==> src/rtl/pw_pattern_match.sv <==
// pw_pattern_match: compares the most recent received bytes of a packet
// against a programmable, per-bit maskable pattern and emits a one-cycle
// match pulse for pw_trigger. Arming, one-shot/continuous operation and
// suppression of matches while a capture is running are handled here.
//
// Byte stream handshake: I_fe_data is qualified only by I_fe_data_valid;
// there is no ready. Every valid byte seen while I_fe_rxactive is high is
// accepted in that cycle. Valid bytes with rxactive low are dropped.
module pw_pattern_match #(
    parameter int pPATTERN_BYTES = 8,
    parameter int pBYTES_WIDTH   = 4,
    parameter int pCOUNT_WIDTH   = 16
) (
    input  logic                        fe_clk,
    input  logic                        reset_n,
    input  logic [7:0]                  I_fe_data,
    input  logic                        I_fe_data_valid,
    input  logic                        I_fe_rxactive,
    input  logic [8*pPATTERN_BYTES-1:0] I_pattern,
    input  logic [8*pPATTERN_BYTES-1:0] I_mask,
    input  logic [pBYTES_WIDTH-1:0]     I_pattern_bytes,
    input  logic                        I_arm,
    input  logic                        I_disarm,
    input  logic                        I_continuous,
    input  logic                        I_capturing,
    output logic                        O_match,
    output logic                        O_armed,
    output logic [pCOUNT_WIDTH-1:0]     O_match_count,
    output logic                        O_state
);

    localparam int N  = pPATTERN_BYTES;
    localparam int HW = 8 * N;
    localparam int FW = $clog2(N + 1);

    typedef enum logic {
        S_IDLE  = 1'b0,
        S_ARMED = 1'b1
    } state_t;

    state_t          state, state_nxt;
    logic [HW-1:0]   hist;
    logic [HW-1:0]   cand;
    logic [FW-1:0]   fill;
    logic [FW-1:0]   leff;
    logic            accept;
    logic            fill_ok;
    logic            bytes_ok;
    logic            hit;
    logic            qualified;
    logic            match_d;
    logic            clr_cnt;

    assign accept = I_fe_data_valid & I_fe_rxactive;
    assign cand   = {hist[HW-9:0], I_fe_data};

    // Clamp the programmed length to the pattern capacity.
    always_comb begin
        if (I_pattern_bytes > pBYTES_WIDTH'(N))
            leff = FW'(N);
        else
            leff = FW'(I_pattern_bytes);
    end

    // Enough bytes of this packet, including the current one, to cover Leff.
    assign fill_ok = ((FW+1)'(fill) + (FW+1)'(1)) >= (FW+1)'(leff);

    // Every compared byte must agree on all of its enabled bits.
    always_comb begin
        bytes_ok = 1'b1;
        for (int k = 0; k < N; k++) begin
            if ((k < int'(leff)) &&
                (((cand[8*k +: 8] ^ I_pattern[8*k +: 8]) & I_mask[8*k +: 8]) != 8'h00))
                bytes_ok = 1'b0;
        end
    end

    assign hit       = accept & fill_ok & (leff != '0) & bytes_ok;
    assign qualified = hit & ~I_capturing & ~I_disarm & (state == S_ARMED);

    // Byte history: shift in each accepted byte, newest in the low byte.
    always_ff @(posedge fe_clk or negedge reset_n) begin
        if (!reset_n)
            hist <= '0;
        else if (accept)
            hist <= cand;
    end

    // Packet fill level: saturates at N, cleared whenever rxactive is low.
    always_ff @(posedge fe_clk or negedge reset_n) begin
        if (!reset_n)
            fill <= '0;
        else if (!I_fe_rxactive)
            fill <= '0;
        else if (accept && (fill != FW'(N)))
            fill <= fill + FW'(1);
    end

    // State register.
    always_ff @(posedge fe_clk or negedge reset_n) begin
        if (!reset_n)
            state <= S_IDLE;
        else
            state <= state_nxt;
    end

    // Next-state logic; disarm wins over arm and over a hit.
    always_comb begin
        state_nxt = state;
        case (state)
            S_IDLE: begin
                if (!I_disarm && I_arm)
                    state_nxt = S_ARMED;
            end
            S_ARMED: begin
                if (I_disarm)
                    state_nxt = S_IDLE;
                else if (qualified && !I_continuous)
                    state_nxt = S_IDLE;
            end
            default: state_nxt = S_IDLE;
        endcase
    end

    // Output decode: match strobe, counter clear, armed flag, debug state.
    always_comb begin
        match_d = qualified;
        clr_cnt = I_arm & ~I_disarm;
        O_armed = (state == S_ARMED);
        O_state = state;
    end

    // Match pulse register: one cycle per qualified hit.
    always_ff @(posedge fe_clk or negedge reset_n) begin
        if (!reset_n)
            O_match <= 1'b0;
        else
            O_match <= match_d;
    end

    // Match counter: an arm restarts it (a hit in the same cycle counts as
    // the first match), otherwise it counts pulses and saturates.
    always_ff @(posedge fe_clk or negedge reset_n) begin
        if (!reset_n)
            O_match_count <= '0;
        else if (clr_cnt)
            O_match_count <= {{(pCOUNT_WIDTH-1){1'b0}}, match_d};
        else if (match_d && (O_match_count != '1))
            O_match_count <= O_match_count + pCOUNT_WIDTH'(1);
    end

endmodule

==> config.mk <==
export PLATFORM = sky130hd
export DESIGN_NAME = pw_pattern_match
export DESIGN_NICKNAME = d
export VERILOG_FILES = /design/src/rtl/pw_pattern_match.sv
export SDC_FILE = /design/constraint.sdc
export NUM_CORES = 1
export LEC_CHECK = 0
export ABC_AREA = 1
export CAP_MARGIN = 20
export CELL_PAD_IN_SITES_DETAIL_PLACEMENT = 1
export CELL_PAD_IN_SITES_GLOBAL_PLACEMENT = 2
export CORE_ASPECT_RATIO = 1.5
export CORE_UTILIZATION = 24
export DETAILED_ROUTE_END_ITERATION = 10
export GPL_TIMING_DRIVEN = 0
export PLACE_DENSITY_LB_ADDON = 0.1
export SLEW_MARGIN = 20
export SYNTH_ARGS = -nofsm -noshare
export SYNTH_HDL_FRONTEND = slang
export SYNTH_SLANG_ARGS = --single-unit
==> constraint.sdc <==
create_clock -name fe_clk -period 2.55 [get_ports fe_clk]
set_input_delay 0.51 -clock fe_clk [delete_from_list [all_inputs] [get_ports fe_clk]]
set_output_delay 0.51 -clock fe_clk [all_outputs]
set_load 0.1 [all_outputs]
==> flow_metrics.py <==
metrics = {
    "clock_tree": {
        "clkSlewWorstSetupHoldPaths_ns": 0.07,
        "cts-buffers-inserted": 9,
        "cts_num_sinks": 78,
        "max-clock-path-buffers": 2,
        "cts.hold.buffers_added": 0,
        "worst_skew_pair.late_latency_ns": 0.35,
        "maximum_level_of_the_cts_h_tree": 3,
        "cts_tree": "yes",
        "cts-root-buf": "sky130_fd_sc_hd__clkbuf_16",
    },
    "synth": {
        "postSynthRegisterBits": 78,
        "ys_seq_area_frac": 0.3797,
        "syn-mean-instance-area_sq_um": 6.377,
        "synthDistinctLibCells": 29,
        "yosys_warnings": 0,
        "synthesis.nets": 961,
        "synth_edf_count": 0,
        "synth.cell_area_sq_um": 5140,
        "syn-instance-count": 806,
        "synth_top_flop_cell": "sky130_fd_sc_hd__dfrtp_1",
        "postSynth.asyncResetShare": 1.000,
    },
    "sta": {
        "final_setup_skew_ns": 0.01210,
        "worst_slew_pin_slew_ns": 0.9826,
        "layout_min_cycle_time_ns": 2.495,
        "fin_crit_sh": 0.9783,
        "timing.slew.headroom": 0.3429,
        "slew_violations": 0,
        "final-setup-viol-count": 0,
        "hold_ws_ns": 0.02713,
        "rsz0062_at_grt": "false",
        "fmax_mhz": 400.9,
        "hold_viol_final": 0,
    },
    "die": {
        "core_area_sq_um": 20980,
        "die-area_sq_um": 22020,
        "num_rows": 65,
        "dieWidth_um": 121.5,
        "initial_utilization": 0.2450,
        "top_level_ports": 167,
        "die_h_um": 181.2,
    },
    "placement": {
        "port_buffers": 166,
        "post-dp-hpwl_um": 14360,
        "final_estimated_routing_congestion_in_global_placement": 0.7384,
    },
    "cells_and_area": {
        "fillers": 2678,
        "diodes": 0,
        "layout.cells.most_common_list": "sky130_fd_sc_hd__nand2_1 (285), sky130_fd_sc_hd__clkdlybuf4s50_1 (160), sky130_fd_sc_hd__inv_1 (135)",
        "layout.nets": 1149,
        "area_growth_syn_to_layout_pct": 48.64,
        "leading_cell_type_in_the_layout_fill_and_taps_excluded": "sky130_fd_sc_hd__nand2_1",
        "multi_input_comb_area_sq_um": 2626,
        "post_route_utilization": 0.3641,
        "final-seq-area_sq_um": 1956,
        "drive_above_1_share": 0.07107,
    },
    "hold_path": {
        "worstHoldPathType": "in2async",
    },
    "detailed_routing": {
        "avgRoutedWirePerCell_um": 14.14,
        "routed_wl_um": 17920,
        "drt_iter0_drc": 158,
        "first_pass_iters": 4,
        "post_drt_via_cell_ratio": 4.339,
        "num_vias": 5498,
        "drt.antenna.violating_nets": 0,
        "route.detailed.drc": 0,
    },
    "critical_path": {
        "critPathSlowestCell": "sky130_fd_sc_hd__clkdlybuf4s50_1",
        "crit_chain": "clkdlybuf4s50_1",
        "worst_path_dominant_cell_family": "buffers and inverters",
        "start_kind": "register",
        "cp_data_arrival_time_ns": 1.98,
        "max_stage_delay_ns": 1.18,
        "worstPathMaxFanout": 5,
        "critical_path_required_ns": 2.04,
        "crit_type": "reg2out",
        "critPathCaptureType": "primary output",
        "worstPathBufferInverterCount": 1,
    },
    "power": {
        "power_per_cell_area_nw_per_um2": 541.3,
        "leakage_nw": 3.796,
        "max-vdd-ir-drop_v": 0.0002764,
    },
    "grt": {
        "use_met1": 0.1841,
        "grt_first_pass_wirelength_um": 29170,
        "antenna_found_initial": 0,
        "gr-usage-met2": 0.3398,
        "grt_pass1_vias": 5750,
        "grt-ovfl-total": 0,
        "gr-usage-all-layers": 0.1740,
        "grt_busiest_layer": "met2",
        "grt_max_degree": 52,
        "global_route.usage.met3": 0.03157,
    },
    "flow_run": {
        "cap_violations": 0,
    },
    "run_status": {
        "status": "completed",
    },
}
[path summary, 6_finish.rpt]
kind	slack, ns	endpoint	start	depth (start not counted)
max	0.06	O_match_count[15]	O_match_count[15]	1
min	0.03	hist[52]	reset_n	1
max reg2reg	0.19	O_match_count[8]	fill[0]	16
min reg2reg	0.51	hist[50]	hist[50]	2
max in group asynchronous	1.93	O_match_count[15]	reset_n	2
min in group fe_clk	0.51	hist[50]	hist[50]	2
[cell usage after synthesis, drive strengths merged, types with 4 or more instances]
cell | n | area, sq um
a21oi | 5 | 25.02
clkbuf | 13 | 48.80
dfrtp | 78 | 1952
ha | 7 | 87.58
inv | 139 | 521.8
nand2 | 302 | 1176
nand3 | 80 | 412.9
nand4 | 9 | 68.81
nor2 | 81 | 319.1
nor3 | 6 | 40.04
o21ai | 65 | 325.3
or2 | 5 | 31.28
xor2 | 4 | 35.03
[power by group]
part	leakage, nW	internal [W]	switching, W
Combinational	2.63	0.000517	0.000686
Clock	0.142	0.000786	0.000556
Sequential	1.02	0.00142	0.000167
[metal layers]
metal / wire length [um] / share of wire
met4: 225 / 0.013
met1: 6971 / 0.39
met2: 9975 / 0.56
met5: 0 / 0
met3: 745 / 0.042
[what timing repair did]
item	in CTS	in global routing
setup buffers	5	4
setup endpoints to repair	11	18
gates cloned	0	1
gates resized for setup	7	16
pin swaps	3	9
[sequential cells by signal, indices dropped and copies added, names as in the netlist]
signal,count
O_match_count,16
hist,56
fill,4
O_armed,1
O_match,1
[area by class of cell]
| type | count | share of cell area |
|---|---|---|
| Buffer | 16 | 0.01196 |
| Clock buffer | 11 | 0.03177 |
| Clock inverter | 5 | 0.007697 |
| Inverter | 142 | 0.06993 |
| Multi-Input combinational cell | 570 | 0.3438 |
| Sequential cell | 78 | 0.2560 |
| Tap cell | 268 | 0.04389 |
| Timing Repair Buffer | 177 | 0.2350 |
[metrics by stage]
stage	power [W]	worst slack (ns)	cells	area, sq um	TNS, ns
2_1_floorplan	0.002272	0.03269	806	5142	0
3_3_place_gp	0.002794	-2.803	1240	7139	-198.52
3_5_place_dp	0.002820	-0.4688	1241	7168	-6.900
4_1_cts	0.004204	0.01627	1262	7533	0
5_1_grt	0.004448	0.005316	1267	7640	0
6_report	0.004135	0.05535	1267	7640	0
[cell families (layout without fill, tap and decap cells)]
family                   Yosys count  in the layout  synth area share
flip-flops                        78             78            0.3797
adder cells (fa/ha/maj)            7              7           0.01704
XOR/XNOR                           7              7           0.01193
buffers and inverters            158            351            0.1203
AND/OR/NAND/NOR                  485            485            0.4014
AO/OA/AOI/OAI                     71             71           0.06962
(Power assumes the default switching activity.)
